`config.mk`:
```
export PLATFORM = sky130hd
export DESIGN_NAME = multi_timer_periph
export DESIGN_NICKNAME = d
export VERILOG_FILES = /design/src/rtl/multi_timer_periph.sv
export SDC_FILE = /design/constraint.sdc
export NUM_CORES = 1
export LEC_CHECK = 0
export ABC_AREA = 1
export CORE_MARGIN = 2
export CORE_UTILIZATION = 63
export CTS_BUF_LIST = sky130_fd_sc_hd__clkbuf_4
export DETAILED_ROUTE_END_ITERATION = 8
export PLACE_DENSITY = 0.94
export SLEW_MARGIN = 20
export SYNTH_ARGS = -nofsm -noshare
export SYNTH_HDL_FRONTEND = slang
export SYNTH_SLANG_ARGS = --single-unit
```
`constraint.sdc`:
```
create_clock -name clk -period 2.65 [get_ports clk]
set_clock_uncertainty 0.15 [all_clocks]
set_input_delay 0.3975 -clock clk [delete_from_list [all_inputs] [get_ports clk]]
set_output_delay 0.3975 -clock clk [all_outputs]
set_load 0.03 [all_outputs]
```
`src/rtl/multi_timer_periph.sv`:
```
// multi_timer_periph: N_TIMERS independent memory-mapped reload timers.
//
// Channel i sits at BASE_ADDR + 16*i:
//   +0x0 TH   reload value          (WIDTH bits)
//   +0x4 TL   counter               (WIDTH bits)
//   +0x8 TCON [0] enable, [1] irq enable, [2] pending, [3] one-shot
//   +0xC PSC  prescaler             (16 bits, only with TIMER_PRESCALE_EN)
// STATUS at BASE_ADDR + 0x100: bit i mirrors pending of channel i.
// Writing 1 to a STATUS bit clears that pending bit.
//
// Optional feature macro: TIMER_PRESCALE_EN. When it is defined, each channel
// gets a 16-bit PSC register and a prescale counter, and the channel counts
// once every PSC+1 cycles. When it is undefined, channels count every cycle,
// +0xC reads 0 and writes to it are dropped.
//
// Bus handshake: rd and wr are single-cycle strobes with no ready/valid
// back-pressure. A write is accepted on every rising edge where wr=1; read
// data is combinational and valid for the whole cycle rd=1 (0 otherwise).
// Reads never change state.
//
// Event priority inside one channel at one edge:
//   - CPU write to TL beats the count/reload; reload always uses the old TH.
//   - CPU write to TCON beats the one-shot enable clear.
//   - An overflow that raises pending beats any clear (STATUS or TCON write).

module multi_timer_periph #(
  parameter int          WIDTH     = 32,
  parameter int          N_TIMERS  = 4,
  parameter logic [31:0] BASE_ADDR = 32'h4000_0000
) (
  input  logic                clk,
  input  logic                reset,
  input  logic                rd,
  input  logic                wr,
  input  logic [31:0]         addr,
  input  logic [31:0]         wdata,
  output logic [31:0]         rdata,
  output logic [N_TIMERS-1:0] irq_vec,
  output logic                irqout
);

  localparam logic [WIDTH-1:0] ALL_ONES = '1;
  localparam logic [3:0]       N_CH     = 4'(N_TIMERS);

  localparam logic [1:0] REG_TH   = 2'd0;
  localparam logic [1:0] REG_TL   = 2'd1;
  localparam logic [1:0] REG_TCON = 2'd2;
  localparam logic [1:0] REG_PSC  = 2'd3;

  // ---------------------------------------------------------------------------
  // Address decode, shared by reads and writes
  // ---------------------------------------------------------------------------
  logic [31:0] offset;
  logic [2:0]  chan_sel;
  logic [1:0]  reg_sel;
  logic        chan_hit;
  logic        status_hit;

  assign offset     = addr - BASE_ADDR;
  assign chan_sel   = offset[6:4];
  assign reg_sel    = offset[3:2];
  // Channel window is 0x00..0x7F, word aligned, and only implemented channels.
  assign chan_hit   = (offset[31:7] == '0) && (offset[1:0] == 2'b00) &&
                      ({1'b0, chan_sel} < N_CH);
  assign status_hit = (offset == 32'h0000_0100);

  // Per-channel register views collected for the read mux.
  logic [WIDTH-1:0]    th_all   [N_TIMERS];
  logic [WIDTH-1:0]    tl_all   [N_TIMERS];
  logic [3:0]          tcon_all [N_TIMERS];
  logic [N_TIMERS-1:0] pend_all;
`ifdef TIMER_PRESCALE_EN
  logic [15:0]         psc_all  [N_TIMERS];
`endif

  // ---------------------------------------------------------------------------
  // Timer channels
  // ---------------------------------------------------------------------------
  for (genvar g = 0; g < N_TIMERS; g++) begin : g_chan
    logic [WIDTH-1:0] th_r;
    logic [WIDTH-1:0] tl_r;
    logic [3:0]       tcon_r;
    logic [3:0]       tcon_next;
    logic             sel;
    logic             tick;
    logic             ovf;

    assign sel = chan_hit && (chan_sel == 3'(g));

`ifdef TIMER_PRESCALE_EN
    logic [15:0] psc_r;
    logic [15:0] pcnt_r;

    assign tick = tcon_r[0] && (pcnt_r == psc_r);

    // Prescaler: PSC register plus a divider that wraps after PSC+1 cycles,
    // parked at 0 while the channel is disabled.
    always_ff @(posedge clk) begin
      if (!reset) begin
        psc_r  <= '0;
        pcnt_r <= '0;
      end else if (wr && sel && (reg_sel == REG_PSC)) begin
        psc_r  <= wdata[15:0];
        pcnt_r <= '0;
      end else if (!tcon_r[0] || (pcnt_r == psc_r)) begin
        pcnt_r <= '0;
      end else begin
        pcnt_r <= pcnt_r + 16'd1;
      end
    end

    assign psc_all[g] = psc_r;
`else
    assign tick = tcon_r[0];
`endif

    assign ovf = tick && (tl_r == ALL_ONES);

    // Next TCON: CPU write, else one-shot stop and STATUS clear; an overflow
    // with irq enable (old value) always raises pending last so it wins.
    always_comb begin
      tcon_next = tcon_r;
      if (wr && sel && (reg_sel == REG_TCON)) begin
        tcon_next = wdata[3:0];
      end else begin
        if (ovf && tcon_r[3]) begin
          tcon_next[0] = 1'b0;
        end
        if (wr && status_hit && wdata[g]) begin
          tcon_next[2] = 1'b0;
        end
      end
      if (ovf && tcon_r[1]) begin
        tcon_next[2] = 1'b1;
      end
    end

    // Channel registers: TH load, TL load-or-count-or-reload, TCON update.
    always_ff @(posedge clk) begin
      if (!reset) begin
        th_r   <= '0;
        tl_r   <= '0;
        tcon_r <= '0;
      end else begin
        if (wr && sel && (reg_sel == REG_TH)) begin
          th_r <= wdata[WIDTH-1:0];
        end
        if (wr && sel && (reg_sel == REG_TL)) begin
          tl_r <= wdata[WIDTH-1:0];
        end else if (ovf) begin
          tl_r <= th_r;
        end else if (tick) begin
          tl_r <= tl_r + WIDTH'(1);
        end
        tcon_r <= tcon_next;
      end
    end

    assign th_all[g]   = th_r;
    assign tl_all[g]   = tl_r;
    assign tcon_all[g] = tcon_r;
    assign pend_all[g] = tcon_r[2];
    assign irq_vec[g]  = tcon_r[2] & tcon_r[1];
  end

  assign irqout = |irq_vec;

  // ---------------------------------------------------------------------------
  // Read mux: zero when idle or unmapped, narrow registers zero-extended.
  // ---------------------------------------------------------------------------
  always_comb begin
    rdata = '0;
    if (rd) begin
      if (status_hit) begin
        rdata[N_TIMERS-1:0] = pend_all;
      end else if (chan_hit) begin
        for (int i = 0; i < N_TIMERS; i++) begin
          if (chan_sel == 3'(i)) begin
            case (reg_sel)
              REG_TH:   rdata[WIDTH-1:0] = th_all[i];
              REG_TL:   rdata[WIDTH-1:0] = tl_all[i];
              REG_TCON: rdata[3:0]       = tcon_all[i];
`ifdef TIMER_PRESCALE_EN
              REG_PSC:  rdata[15:0]      = psc_all[i];
`endif
              default:  rdata = '0;
            endcase
          end
        end
      end
    end
  end

endmodule

```
==> results.sh, run 1 <==
export IMPL_status="aborted with a tool error"
export IMPL_lastStage="global routing (5_1_grt)"
export IMPL_error="[ERROR GRT-0116] Global routing finished with congestion. Check the congestion regions in the DRC Viewer."
export IMPL_port_buffers=104
export IMPL_cts_root_buf="clkbuf_4"
export IMPL_yosys_warnings=0
export IMPL_synth_area_per_cell_um2=5.97
export IMPL_synth_area_mm2=0.0195
export IMPL_synth_fp_nets=3335
export IMPL_synth_seq_cells=272
export IMPL_grt_pass1_vias=31500
export IMPL_grt_use_total_pct=79.4
export IMPL_htree_levels=3
export IMPL_cts_buffer_depth=3
export IMPL_ys_flop_type="dfxtp_1"
export IMPL_grt_max_degree=63
export IMPL_gr_total_overflow=30
export IMPL_row_count=64
export IMPL_die_h_um=180
export IMPL_synth_edff_count=0
export IMPL_initial_core_util_pct=63.8
export IMPL_synth_cells=3262
export IMPL_grt_pass1_wl_mm=197
export IMPL_die_w_um=180
export IMPL_ios=105
export IMPL_synth_seq_area_share_pct=28.0
export IMPL_async_reset_ff_share_pct=0
export IMPL_clkSinkCount=272
export IMPL_synth_distinct_cells=46
export IMPL_dp_hpwl_mm=62.3
export IMPL_gp_congestion=1.32
export IMPL_cts_buffers=79
## metal layers
layer | overflow | track usage [%]
met5 | 0 | 58.7
met4 | 16 | 74.2
met3 | 1 | 75.9
met2 | 11 | 88.1
met1 | 2 | 78.2
## cells by family after synthesis
logic type | count (synthesis) | share of synthesized area, %
and+or+nand+nor | 1758 | 39.5
AOI/OAI and AO/OA | 604 | 17.2
buffers and inverters | 564 | 12.3
DFF | 272 | 28.0
xor gates and xnor gates | 59 | 2.66
adders and majority gates | 5 | 0.321
## through the flow
step	hold WS, ps	std cells	setup slack [ps]	setup TNS [ps]	cell area (um2)
after CTS	228	3993	-23.3	-44.7	24500
after detailed placement	318	3825	-602	-81430	22500
after global placement	308	3825	-519	-65730	22500
after floorplan	294	3262	-160	-1150	19700
## cell usage after synthesis (8+ instances only)
cell      instances  share of area, %
a211oi_1         28               1.1
a21oi_1         213               5.5
a221oi_1         31               1.4
a22o_1            8              0.36
buf_1            14              0.27
buf_2            54               1.4
buf_4             8              0.31
buf_6            24               1.4
clkbuf_1         79               1.5
dfxtp_1         272                28
inv_1           369               7.1
inv_2            14              0.27
nand2_1         875                17
nand2_2           9              0.29
nand3_1         301               7.7
nand3b_1         16              0.62
nand4_1          75               2.4
nor2_1          391               7.5
nor2_2           17              0.55
nor3_1           37              0.95
o21ai_0         192               4.9
o21ai_1          71               1.8
o22ai_1          43               1.4
xor2_1           53               2.4
## repair_timing
action / CTS
hold endpoints to repair: 27
pin swaps: 80
cloned: 5
hold buffers: 1
setup endpoints to repair: 34
gates resized for setup: 320
buffers inserted: 38
==> inputs of run 2 (changes only) <==
--- a/config.mk
+++ b/config.mk
@@ -7,10 +7,9 @@
 export LEC_CHECK = 0
 export ABC_AREA = 1
 export CORE_MARGIN = 2
-export CORE_UTILIZATION = 63
-export CTS_BUF_LIST = sky130_fd_sc_hd__clkbuf_4
+export CORE_UTILIZATION = 40
 export DETAILED_ROUTE_END_ITERATION = 8
-export PLACE_DENSITY = 0.94
+export PLACE_DENSITY_LB_ADDON = 0.15
 export SLEW_MARGIN = 20
 export SYNTH_ARGS = -nofsm -noshare
 export SYNTH_HDL_FRONTEND = slang
==> results.sh, run 2 <==
export IMPL_layout_common_cells="nand2_1, nor2_1, inv_1"
export IMPL_drt_iter0_drc=3424
export IMPL_synth_area_per_cell_um2=5.97
export IMPL_clkSinkCount=272
export IMPL_synth_fp_nets=3335
export IMPL_synth_xor_area_share_pct=2.66
export IMPL_cts_tree="yes"
export IMPL_worstPathMaxFanout=5
export IMPL_rsz0062_at_grt="yes"
export IMPL_max_slew_margin_pct=21.6
export IMPL_hold_viol=0
export IMPL_synth_top_area_share_pct=28.0
export IMPL_start_kind="register"
export IMPL_ys_flop_type="dfxtp_1"
export IMPL_synthToLayoutAreaGrowth_pct=33.2
export IMPL_min_period_ps=2710
export IMPL_layout_nets=3633
export IMPL_final_common_cell="nand2_1"
export IMPL_grt_pass1_vias=22700
export IMPL_synth_cells=3262
export IMPL_dp_hpwl_mm=81.2
export IMPL_status="finished, violations left"
export IMPL_synth_top_family_by_area="simple AND/OR/NAND/NOR gates"
export IMPL_clock_fmax_mhz=370
export IMPL_die_w_um=225
export IMPL_fin_cells=4200
export IMPL_cp_required_ps=2100
export IMPL_die_area_mm2=0.0504
export IMPL_cts_buffers=35
export IMPL_yosys_area_top_type="dfxtp_1"
export IMPL_clk_latency_ps=560
export IMPL_min_from="reset"
export IMPL_crit_type="reg2out"
export IMPL_async_reset_ff_share_pct=0
export IMPL_synthTopCellsByCount="nand2_1, nor2_1, inv_1"
export IMPL_via_count=25100
export IMPL_met1_length_mm=44.5
export IMPL_place_area_mm2=0.0235
export IMPL_cts_buffer_depth=3
export IMPL_wl_met3_mm=13.9
export IMPL_yosysMostFrequentCell="nand2_1"
export IMPL_grt_pass1_wl_mm=153
export IMPL_crit_arrival_ps=2160
export IMPL_synth_compound_area_share_pct=17.2
export IMPL_drc=0
export IMPL_met2_length_mm=41.9
export IMPL_synth_area_mux_share_pct=0
export IMPL_fin_crit_sh_pct=102
export IMPL_routedWlPerCell_um=25.7
export IMPL_grt_use_total_pct=41.6
export IMPL_n_antenna_cell=0
export IMPL_power_density_mw_per_mm2=398
export IMPL_setup_ws_ps=-55.8
export IMPL_drive_gt1_share_pct=19.4
export IMPL_slew_violations=0
export IMPL_synth_distinct_cells=46
export IMPL_clk_pin_slew_worst_paths_ps=60
export IMPL_pre_cts_ws_ps=-670
export IMPL_drv_cap=0
export IMPL_port_buffers=104
export IMPL_synth_seq_area_share_pct=28.0
export IMPL_gr_total_overflow=0
export IMPL_die_h_um=225
export IMPL_synth_simple_area_share_pct=39.5
export IMPL_timing_rr_start="g_chan[0].tl_r[20]"
export IMPL_yosys_area_share_adder_pct=0.321
export IMPL_ios=105
export IMPL_end_kind="primary output"
export IMPL_synth_area_mm2=0.0195
export IMPL_htree_levels=2
export IMPL_crit_start="g_chan[0].tl_r[20]"
export IMPL_synth_seq_cells=272
export IMPL_tightest_slew_ps=1180
export IMPL_ys_top_cells_by_area="dfxtp_1, nand2_1, nand3_1"
export IMPL_gp_congestion=1.14
export IMPL_worst_hold_path_type="in2reg"
export IMPL_cts_root_buf="clkbuf_16"
export IMPL_yosys_warnings=0
export IMPL_p_leak_nw=10.6
export IMPL_design_area_mm2=0.0259
export IMPL_antenna_found_initial=4
export IMPL_top_layer_used="met5"
export IMPL_largestRegisters="g_chan.th_r x128, g_chan.tl_r x128, g_chan.tcon_r x16"
export IMPL_row_count=80
export IMPL_first_pass_iters=6
export IMPL_vias_per_cell=5.97
export IMPL_drtAntennaViolNets=0
export IMPL_whs_ps=62.3
export IMPL_grt_max_degree=130
export IMPL_placed_cells=4108
export IMPL_initial_core_util_pct=40.7
export IMPL_violations="negative setup slack"
export IMPL_ir_worst_vdd_v=0.000458
export IMPL_core_area_mm2=0.0478
export IMPL_synth_edff_count=0
export IMPL_setup_viol=4
export IMPL_drt_wl_total_mm=108
-- run 2: cell counts after synthesis --
Identical to the previous run, type by type.
-- run 2: path summary, 6_finish.rpt --
check | end | slack, ps | cells after the start
max reg2reg | g_chan[0].tl_r[23] | 100 | 11
min | g_chan[0].tl_r[6] | 60 | 3
max | rdata[20] | -60 | 8
min reg2reg | g_chan[1].tcon_r[3] | 340 | 2
-- run 2: logic make-up after synthesis --
kind of cell    after synthesis
fa+ha+maj                     5
flops                       272
simple gates               1758
compound gates              604
xor+xnor                     59
buf+inv                     564
-- run 2: worst max-delay path: stages (launching register included) --
cell and delay, ps:
dfxtp_1 420, nand2_1 110, o21ai_0 110, buf_4 150
nand2_1 60, nand2_1 80, a211oi_2 400, nor3_4 110
buf_12 160
-- run 2: where the power goes --
group	internal (W)	switching, W	total, W
sequential	0.00408	0.000000000000663	0.00408
clock	0.00318	0.00206	0.00524
combinational	0.000341	0.000650	0.000991
-- run 2: stage by stage --
step / TNS [ps] / utilization, % / total power (W)
CTS: -19.7 / 53.1 / 0.0102
global route: -526 / 54.2 / 0.0105
detailed placement: -96490 / 49.1 / 0.00502
global placement: -100570 / 49.1 / 0.00502
floorplan: -1150 / - / 0.00445
finish: -116 / 54.2 / 0.0103
-- run 2: what timing repair did --
item / in CTS / in global routing
resized for setup: 190 / 110
setup buffers: 18 / 6
pin swaps: 40 / 32
hold buffers: 0 / 0
gates cloned: 4 / 3
setup endpoints to repair: 32 / 34
-- run 2: layer usage --
metal,global-route usage (%),vias to the layer above
li1,-,11200
met1,58.5,11700
met2,57.4,1784
met3,9.41,327
met4,24.8,2
met5,0,-
-- run 2: area by class of cell --
| type | count | area (um2) |
|---|---|---|
| inverters | 385 | 1460 |
| flip-flops and latches | 272 | 5510 |
| clock buffers | 49 | 1060 |
| fillers | 4763 | 21900 |
| well taps | 615 | 769 |
| multi-input cells | 2426 | 12500 |
| clock inverters | 13 | 168 |
| repair buffers | 440 | 4420 |
(Power assumes the default switching activity.)
==> inputs of run 3 (changes only) <==
--- a/config.mk
+++ b/config.mk
@@ -7,7 +7,7 @@
 export LEC_CHECK = 0
 export ABC_AREA = 1
 export CORE_MARGIN = 2
-export CORE_UTILIZATION = 40
+export CORE_UTILIZATION = 30
 export DETAILED_ROUTE_END_ITERATION = 8
 export PLACE_DENSITY_LB_ADDON = 0.15
 export SLEW_MARGIN = 20
==> results.sh, run 3 (synthesis results as in run 2) <==
export IMPL_clk_latency_ps=570
export IMPL_clkSinkCount=272
export IMPL_clk_pin_slew_worst_paths_ps=60
export IMPL_worstPathMaxFanout=8
export IMPL_core_area_mm2=0.0643
export IMPL_violations="negative setup slack"
export IMPL_crit_arrival_ps=2130
export IMPL_port_buffers=104
export IMPL_cts_root_buf="clkbuf_16"
export IMPL_die_area_mm2=0.0669
export IMPL_row_count=93
export IMPL_setup_viol=4
export IMPL_hold_viol=0
export IMPL_dp_hpwl_mm=79.6
export IMPL_placed_cells=4385
export IMPL_drtAntennaViolNets=0
export IMPL_synthToLayoutAreaGrowth_pct=38.0
export IMPL_cts_buffers=36
export IMPL_cts_buffer_depth=3
export IMPL_grt_pass1_vias=22200
export IMPL_grt_pass1_wl_mm=153
export IMPL_die_h_um=259
export IMPL_status="finished, violations left"
export IMPL_layout_common_cells="nand2_1, nor2_1, inv_1"
export IMPL_initial_core_util_pct=30.2
export IMPL_vias_per_cell=5.32
export IMPL_cts_tree="yes"
export IMPL_first_pass_iters=6
export IMPL_via_count=23900
export IMPL_crit_type="in2out"
export IMPL_fin_crit_sh_pct=101
export IMPL_antenna_found_initial=0
export IMPL_start_kind="input port"
export IMPL_drt_iter0_drc=2641
export IMPL_gr_total_overflow=0
export IMPL_drc=0
export IMPL_htree_levels=2
export IMPL_drv_cap=0
export IMPL_cp_required_ps=2100
export IMPL_fin_cells=4494
export IMPL_routedWlPerCell_um=23.7
export IMPL_slew_violations=0
export IMPL_final_common_cell="nand2_1"
export IMPL_p_leak_nw=10.9
export IMPL_end_kind="primary output"
export IMPL_pre_cts_ws_ps=-699
export IMPL_max_slew_margin_pct=50.9
export IMPL_rsz0062_at_grt="yes"
export IMPL_clock_fmax_mhz=373
export IMPL_drt_wl_total_mm=106
export IMPL_die_w_um=259
export IMPL_grt_max_degree=117
export IMPL_min_period_ps=2680
export IMPL_drive_gt1_share_pct=20.1
export IMPL_tightest_slew_ps=734
export IMPL_grt_use_total_pct=31.0
export IMPL_largestRegisters="g_chan.th_r x128, g_chan.tl_r x128, g_chan.tcon_r x16"
export IMPL_setup_ws_ps=-30.5
export IMPL_gp_congestion=1.00
export IMPL_worst_hold_path_type="reg2reg"
export IMPL_ios=105
export IMPL_layout_nets=3687
export IMPL_ir_worst_vdd_v=0.000355
export IMPL_power_density_mw_per_mm2=388
## run 3: what timing repair did
action	in CTS	in global routing
endpoints found under the setup margin	33	32
hold buffers	1	0
cloned	9	3
gates resized for setup	207	116
pin swaps	65	72
endpoints found under the hold margin	2	0
setup buffers	23	16
## run 3: power breakdown
group          total, W  internal (W)       switching, W  leakage, nW
clock network   0.00531       0.00320            0.00211        0.595
registers       0.00409       0.00409  0.000000000000607         2.20
logic           0.00104      0.000392           0.000646         8.15
## run 3: worst paths after layout
check                 startpoint                   to  slack, ps  cells past startpoint
max                      addr[3]            rdata[11]        -30                     13
min          g_chan[2].tcon_r[3]  g_chan[2].tcon_r[3]        340                      2
max reg2reg    g_chan[2].tl_r[0]    g_chan[2].tl_r[3]        120                     13
min reg2reg  g_chan[2].tcon_r[3]  g_chan[2].tcon_r[3]        340                      2
## run 3: critical path, cell delays in order
cell      delay [ps]
buf_6            100
buf_6            120
nor2_4           150
buf_6            130
buf_12           140
buf_12           110
buf_12           110
buf_4            150
a221oi_1          80
buf_4            160
a211oi_2         210
buf_4            160
buf_12           110
## run 3: routing by layer
| layer | wire [um] | global-route usage [%] | share of wire, % |
|---|---|---|---|
| met5 | 0 | 0 | 0 |
| met4 | 5580 | 14.6 | 5.2 |
| met3 | 10500 | 6.26 | 9.9 |
| met2 | 44600 | 46.1 | 42 |
| met1 | 45700 | 42.7 | 43 |
## run 3: layout make-up
cell class              instances  area, um2
inverters                     385       1460
clock inverters                 9        170
diodes                          3       7.51
fillers                      6888      37500
repair buffers                492       5070
flip-flops and latches        272       5480
repair inverters                1       7.51
well taps                     855       1070
multi-input cells            2426      12600
clock buffers                  51       1040
## run 3: through the flow
| step | utilization (%) | hold slack, ps | setup TNS [ps] | power [W] | instance area (um2) |
|---|---|---|---|---|---|
| 2_1_floorplan | - | 294 | -1150 | 0.00445 | 19700 |
| 3_3_place_gp | 37.5 | 318 | -84920 | 0.00504 | 24200 |
| 3_5_place_dp | 37.5 | 329 | -74220 | 0.00504 | 24200 |
| 4_1_cts | 41.0 | 341 | -802 | 0.0104 | 26400 |
| 5_1_grt | 41.7 | 361 | -778 | 0.0107 | 26900 |
| 6_report | 41.7 | 340 | -61.2 | 0.0104 | 26900 |
